===== config.mk =====
export PLATFORM = sky130hd
export DESIGN_NAME = seq_detector_param_flat
export DESIGN_NICKNAME = d
export VERILOG_FILES = /design/src/rtl/seq_detector_param_if.sv /design/src/rtl/seq_detector_param.sv /design/src/flat_wrapper.sv
export SDC_FILE = /design/constraint.sdc
export NUM_CORES = 1
export LEC_CHECK = 0
export ABC_CLOCK_PERIOD_IN_PS = 2800
export CAP_MARGIN = 20
export CORE_MARGIN = 4
export CORE_UTILIZATION = 48
export DETAILED_ROUTE_END_ITERATION = 10
export PLACE_DENSITY = 0.89
export RECOVER_POWER = 25
export SYNTH_ARGS = -nofsm -noshare
export SYNTH_HDL_FRONTEND = slang
export SYNTH_SLANG_ARGS = --single-unit

===== constraint.sdc =====
create_clock -name clk_o -period 2.8 [get_ports clk_o]
set_input_delay 0.42 -clock clk_o [delete_from_list [all_inputs] [get_ports clk_o]]
set_output_delay 0.42 -clock clk_o [all_outputs]
set_load 0.01 [all_outputs]

===== src/rtl/seq_detector_param_if.sv =====
// Bus bundle for seq_detector_param: serial data, control strobes and match status.
// Define SEQ_DET_MASK_EN to add the mask_in don't-care pattern signal.
interface seq_detector_param_if #(
  parameter int unsigned SEQ_LEN = 4,
  parameter int unsigned CNT_W   = 8
);
  localparam int unsigned FW = $clog2(SEQ_LEN + 1);

  logic               x;
  logic               en;
  logic               load;
  logic [SEQ_LEN-1:0] pat_in;
  logic               overlap;
  logic               clr_cnt;
  logic               z;
  logic [CNT_W-1:0]   match_cnt;
  logic [FW-1:0]      fill;
`ifdef SEQ_DET_MASK_EN
  logic [SEQ_LEN-1:0] mask_in;
`endif

  modport master (
`ifdef SEQ_DET_MASK_EN
    output mask_in,
`endif
    output x, en, load, pat_in, overlap, clr_cnt,
    input  z, match_cnt, fill
  );

  modport slave (
`ifdef SEQ_DET_MASK_EN
    input  mask_in,
`endif
    input  x, en, load, pat_in, overlap, clr_cnt,
    output z, match_cnt, fill
  );
endinterface


===== src/rtl/seq_detector_param.sv =====
// Serial detector for a runtime-loadable SEQ_LEN-bit pattern with overlap control and
// saturating match counter. Define SEQ_DET_MASK_EN for per-bit don't-care masking.
module seq_detector_param #(
  parameter int unsigned        SEQ_LEN  = 4,
  parameter int unsigned        CNT_W    = 8,
  parameter logic [SEQ_LEN-1:0] PAT_INIT = SEQ_LEN'(4'b1101)
) (
  input  logic                 clk_o,
  input  logic                 reset,
  seq_detector_param_if.slave  bus
);
  localparam int unsigned   FW   = $clog2(SEQ_LEN + 1);
  localparam logic [FW-1:0] FULL = FW'(SEQ_LEN);

  logic [SEQ_LEN-1:0] hist_q, hist_d, pat_q, diff;
  logic [FW-1:0]      fill_q, fill_d;
  logic [CNT_W-1:0]   cnt_q, cnt_d, cnt_base;
  logic               z_q, hit;
`ifdef SEQ_DET_MASK_EN
  logic [SEQ_LEN-1:0] mask_q;
`endif

  always_comb begin
    hist_d = {hist_q[SEQ_LEN-2:0], bus.x};
    fill_d = (fill_q == FULL) ? FULL : fill_q + 1'b1;
`ifdef SEQ_DET_MASK_EN
    diff   = (hist_d ^ pat_q) & mask_q;
`else
    diff   = hist_d ^ pat_q;
`endif
    // fill gate keeps pre-load/pre-reset zeros from matching an all-zero pattern
    hit      = !bus.load && bus.en && (fill_d == FULL) && (diff == '0);
    cnt_base = bus.clr_cnt ? '0 : cnt_q;
    cnt_d    = (hit && !(&cnt_base)) ? cnt_base + 1'b1 : cnt_base;
  end

  always_ff @(posedge clk_o or negedge reset) begin
    if (!reset) begin
      hist_q <= '0;
      fill_q <= '0;
      pat_q  <= PAT_INIT;
      z_q    <= 1'b0;
      cnt_q  <= '0;
`ifdef SEQ_DET_MASK_EN
      mask_q <= '1;
`endif
    end else begin
      cnt_q <= cnt_d;
      if (bus.load) begin
        pat_q  <= bus.pat_in;
        hist_q <= '0;
        fill_q <= '0;
        z_q    <= 1'b0;
`ifdef SEQ_DET_MASK_EN
        mask_q <= bus.mask_in;
`endif
      end else if (bus.en) begin
        z_q <= hit;
        if (hit && !bus.overlap) begin
          hist_q <= '0;
          fill_q <= '0;
        end else begin
          hist_q <= hist_d;
          fill_q <= fill_d;
        end
      end else begin
        z_q <= 1'b0;
      end
    end
  end

  assign bus.z         = z_q;
  assign bus.match_cnt = cnt_q;
  assign bus.fill      = fill_q;
endmodule


===== src/flat_wrapper.sv =====
// flat-port wrapper written by rule: the top's interface ports become plain ports
module seq_detector_param_flat 
#(
  parameter int unsigned        SEQ_LEN  = 4,
  parameter int unsigned        CNT_W    = 8,
  parameter logic [SEQ_LEN-1:0] PAT_INIT = SEQ_LEN'(4'b1101)
)
  (clk_o, reset, bus_x, bus_en, bus_load, bus_pat_in, bus_overlap, bus_clr_cnt, bus_z, bus_match_cnt, bus_fill);
  seq_detector_param_if #(.SEQ_LEN(SEQ_LEN), .CNT_W(CNT_W)) bus_i ();
  input  logic clk_o;
  input  logic reset;
  input wire logic [$bits(bus_i.x)-1:0] bus_x;
  input wire logic [$bits(bus_i.en)-1:0] bus_en;
  input wire logic [$bits(bus_i.load)-1:0] bus_load;
  input wire logic [$bits(bus_i.pat_in)-1:0] bus_pat_in;
  input wire logic [$bits(bus_i.overlap)-1:0] bus_overlap;
  input wire logic [$bits(bus_i.clr_cnt)-1:0] bus_clr_cnt;
  output wire logic [$bits(bus_i.z)-1:0] bus_z;
  output wire logic [$bits(bus_i.match_cnt)-1:0] bus_match_cnt;
  output wire logic [$bits(bus_i.fill)-1:0] bus_fill;
  assign bus_i.x = bus_x;
  assign bus_i.en = bus_en;
  assign bus_i.load = bus_load;
  assign bus_i.pat_in = bus_pat_in;
  assign bus_i.overlap = bus_overlap;
  assign bus_i.clr_cnt = bus_clr_cnt;
  assign bus_z = bus_i.z;
  assign bus_match_cnt = bus_i.match_cnt;
  assign bus_fill = bus_i.fill;
  seq_detector_param #(.SEQ_LEN(SEQ_LEN), .CNT_W(CNT_W), .PAT_INIT(PAT_INIT)) u_core (.clk_o(clk_o), .reset(reset), .bus(bus_i));
endmodule

Yosys cells after proc, flatten, opt, wreduce, memory -nomap -nowiden

Index checks and enable logic that the tools add are counted.

Register bits after elaboration: 19
Bits of input ports: 11
Output and inout port bits: 12
Word-level logic and storage cells: 32

Add/subtract/negate cells: 2
Eq/ne operators: 2
Muxes and demuxes: 11
Bitwise gates (word level): 1
Reductions and logical operators: 11

Operator list:

| cell                  | count |
|---|---|
| $mux W3               | 7 |
| $mux W8               | 2 |
| $add A8 B1 Y8 const B | 1 |
| $reduce_and A8 Y1     | 1 |
| $eq A3 B3 Y1 const B  | 2 |
| $logic_and A1 B1 Y1   | 5 |
| $logic_not A4 Y1      | 1 |
| $xor A4 B4 Y4         | 1 |
| $add A3 B1 Y3 const B | 1 |
| $logic_not A1 Y1      | 3 |
| $mux W1               | 2 |
| $reduce_bool A2 Y1    | 1 |

Logic depth before layout (Yosys ltp)

Depth in word-level cells: 9
Depth in mapped cells: 8
Depth with buffers taken out: 7

Least setup slack after synthesis

No wires, ideal clock.

Path kind: register to register
From: register u_core.fill_q[0] (netlist: u_core.bus.fill[0])
To: register u_core.cnt_q[7] (netlist: u_core.bus.match_cnt[7])
Setup time: 125 ps
Arrival time: 2,189 ps
Required time: 2,675 ps
Setup slack: 487 ps
Stages on the path, launching flop included: 8
Buffers on the path: 0
Clock period less this slack: 2,313 ps
Cell sequence: dfrtp_1 inv_1 ha_1 nand2b_1 a2111o_1 nor3_4 and3_2 mux2_2

Word-level cells in the longest chain between the ends: 7
Elaborated cells on any way between the ends: 8
Those cells by class: 1 x add/sub; 2 x eq/ne; 2 x mux; 3 x reduce/logical

RTL lines:

| element                                              | RTL line                 | text |
|---|---|---|
| start, declared                                      | seq_detector_param.sv:16 | `logic [FW-1:0] fill_q, fill_d;` |
| start signal, assigned                               | seq_detector_param.sv:64 | `fill_q <= fill_d;` |
| $add A3 B1 Y3 / $eq A3 B3 Y1 (equally long branches) | seq_detector_param.sv:25 | `fill_d = (fill_q == FULL) ? FULL : fill_q + 1'b1;` |
| $mux W3 (*)                                          | seq_detector_param.sv:25 |  |
| $eq A3 B3 Y1 (*)                                     | seq_detector_param.sv:32 | `hit = !bus.load && bus.en && (fill_d == FULL) && (diff == '0);` |
| $logic_and A1 B1 Y1 (*) (2 in series)                | seq_detector_param.sv:32 |  |
| $logic_and A1 B1 Y1 (*)                              | seq_detector_param.sv:34 | `cnt_d = (hit && !(&cnt_base)) ? cnt_base + 1'b1 : cnt_base;` |
| $mux W8 (*)                                          | seq_detector_param.sv:34 |  |
| via u_core.cnt_d[7]                                  | seq_detector_param.sv:17 | `logic [CNT_W-1:0] cnt_q, cnt_d, cnt_base;` |
| end signal, assigned                                 | seq_detector_param.sv:48 | `cnt_q <= cnt_d;` |
| end, declared                                        | seq_detector_param.sv:17 |  |

The timed path passes the listed nets; every way through them passes the cells marked *.
A chain may end at the register's enable or synchronous reset.

Worst setup path after layout

Same ends and word-level chain as after synthesis.

==> metrics.yaml <==
outcome: "complete, no violations"
required_ns: 3.00
startpoint: "u_core.bus.fill[0]"
crit_path_max_fanout: 8
final.setup.tns_ns: 0
netlist_area_um2: 995
placed_area_um2: 1250
ant_nets: 0
layout-drive-gt1-share_pct: 18.4
clock_sink_count: 19
async_flop_share_pct: 100
netlist_top_cells_area: "dfrtp_1 40%, dfstp_2 7.9%, mux2_2 7.9%"
cp-start-kind: "register"
hp-class: "register to register"
grt_pass1_wl_mm: 3.42
dr.pass1.iters: 4
synth-seq-area-share_pct: 48.2
reg2reg_from: "u_core.bus.fill[0]"
cts_buffers: 3
h-tree-depth: 1
synth_warnings: 0
path_depth: 7
grt_setup_unrepaired: "false"
cap_viol_max_count: 0
fillers: 178
clk_latency_ns: 0.30
ys.flop_type: "dfrtp_1"
antenna_found_initial: 0
cts.clk_slew.worst_paths_ns: 0.12
end_kind: "register"
final_hold_viol_count: 0
cts-root-buf: "clkbuf_4"
drt-wirelength-per-cell_um: 14.8
reg2reg_depth: 7
route.detailed.drc: 0
io_pins: 23
cts_tree: "built"
num_rows: 16
final_nets: 129
gr-total-overflow: 0
endpoint: "u_core.bus.match_cnt[7]"
crit_type: "register to register"
routabilityCongestion: 0.780
cp.arrival_ns: 2.66
start_util_pct: 50.7
ys_types: 33
tightest_slew_ns: 0.866
slew-limit-headroom_pct: 42.1
crit_family: "simple AND/OR/NAND/NOR gates"
finalInstanceArea_um2: 1280
finalCriticalPeriod_ns: 2.46
r2r_slack_ns: 0.34
die-area_um2: 2860
setup_viol: 0
synth_nets: 102
crit_buf_inv: 1
grt_use_met3_pct: 3.94
synth.ff_latch_count: 19
cts_hold_buf: 0
grtUsageMet1_pct: 19.0
met2_usage_pct: 28.2
die_h_um: 53.5
synth_area_per_cell_um2: 11.3
crit_chain: "inv_1 -> ha_1 -> nand2b_1 -> a2111o_1 -> nor3_4 -> and3_2 -> mux2_2"
slew_viol_final: 0
synth_top_area_cell: "dfrtp_1"
r2r-end: "u_core.bus.match_cnt[7]"
grt_max_degree: 20
num_antenna_cells: 0
viasPerCell: 5.43
via_count: 765
track_usage_pct: 16.6
timing.final.crit_share_pct: 87.9
p_per_area_nw_per_um2: 386
fin_util_pct: 65.2
coreArea_um2: 1960
fmax_ghz: 0.406
routed_wl_mm: 2.08
synth_top_area_share_pct: 40.3
power_w: 0.000494
die_w_um: 53.5
synth-edff-count: 0
post_cts_buffers: 0
grt.busiest_layer: "met2"
drt_iter0_markers: 15
ir_drop_v: 0.000307
dp_hpwl_mm: 1.61
synthToLayoutAreaGrowth_pct: 28.6
clock_skew_ns: 0.0135
clockBufferDepth: 2
leakagePower_nw: 0.538
cts_resized: 0
max_stage_delay_ns: 0.49
cp_slowest_cell: "a2111o_1"
io_buffers: 22
grt_pass1_vias: 833
synth_cells: 88
==> layout make-up <==
class	instances	area, um^2	area share (%)
multi-input cells	64	495	38.7
flip-flops and latches	19	479	37.5
repair buffers	24	231	18.1
well taps	27	33.8	2.64
clock buffers	3	22.5	1.76
inverters	3	11.3	0.881
clock inverters	1	5.00	0.391
==> sequential cells by signal (all words and copies together), names as in the netlist <==
signal and cells:
u_core.hist_q 3, u_core.bus.match_cnt 8, u_core.pat_q 4, u_core.bus.z 1
u_core.bus.fill 3
==> cell usage in the layout, fill, tap and decap left out, types with 2 or more instances in the layout <==
cell             count
a21oi_1              3
clkdlybuf4s50_1     20
inv_1                3
ha_1                 3
nand2b_1             4
dfrtp_1             16
a32o_1               4
nand4_1              2
clkbuf_4             3
and3_2               2
xnor2_1              3
nor2b_1              4
nand2_1              5
dfstp_2              3
mux2_2               7
nor2_1               6
dlygate4sd3_1        2
xor2_1               4
nand3_1              2
==> synth_stat cells (2+ instances only) <==
cell type  instances
a21oi_1            3
a32o_1             4
and3_2             2
dfrtp_1           16
dfstp_2            3
ha_1               3
inv_1              3
mux2_2             7
nand2_1            5
nand2b_1           4
nand3_1            2
nand4_1            2
nor2_1             6
nor2b_1            4
xnor2_1            3
xor2_1             4
==> logic make-up after synthesis <==
| group | count (synthesis) | synth area share (%) |
|---|---|---|
| AOI/OAI and AO/OA | 12 | 10.1 |
| xor gates and xnor gates | 7 | 6.16 |
| adders and majority gates | 3 | 3.77 |
| buffers and inverters | 5 | 2.01 |
| DFF | 19 | 48.2 |
| muxes | 8 | 8.93 |
| and+or+nand+nor | 34 | 20.9 |
==> how the worst min path moves through the flow <==
| stage | slack [ns] | endpoint | startpoint | cells past startpoint |
|---|---|---|---|---|
| floorplan | 0.12 | u_core.bus.fill[0] | reset | 0 |
| global placement | 0.52 | u_core.pat_q[1] | u_core.pat_q[1] | 1 |
| detailed placement | 0.54 | u_core.hist_q[1] | u_core.hist_q[1] | 1 |
| CTS | 0.57 | u_core.hist_q[1] | u_core.hist_q[1] | 1 |
| global route | 0.59 | u_core.hist_q[0] | u_core.hist_q[0] | 1 |
| finish | 0.57 | u_core.hist_q[1] | u_core.hist_q[1] | 1 |
==> per-stage QoR <==
| step | hold WS (ns) | setup WS, ns | cells |
|---|---|---|---|
| after CTS | 0.567 | 0.337 | 141 |
| after global routing | 0.593 | 0.232 | 141 |
| after floorplan | 0.124 | 0.487 | 88 |
| after global placement | 0.518 | 0.320 | 137 |
| after detailed placement | 0.542 | 0.189 | 137 |
| final | 0.567 | 0.340 | 141 |
==> worst register-to-register path, delay by kind of cell (launching register included) <==
kind / cells / cell delay (ns)
DFF: 1 / 0.41
and+or+nand+nor: 3 / 0.73
AOI/OAI and AO/OA: 1 / 0.49
muxes: 1 / 0.33
buffers and inverters: 1 / 0.09
adders and majority gates: 1 / 0.32
==> where the power goes <==
group / switching [W] / leakage (nW) / internal [W]
clock network: 0.0000843 / 0.0177 / 0.0000531
logic: 0.0000265 / 0.270 / 0.0000346
registers: 0.00000844 / 0.250 / 0.000287
total: 0.000119 / 0.538 / 0.000375
==> routing by layer <==
layer / wire (um) / vias to the layer above
li1: - / 365
met2: 1010 / 26
met5: 0 / -
met3: 106 / 6
met4: 55 / 0
met1: 912 / 368
Note: power is estimated with default switching activity, not from simulation.
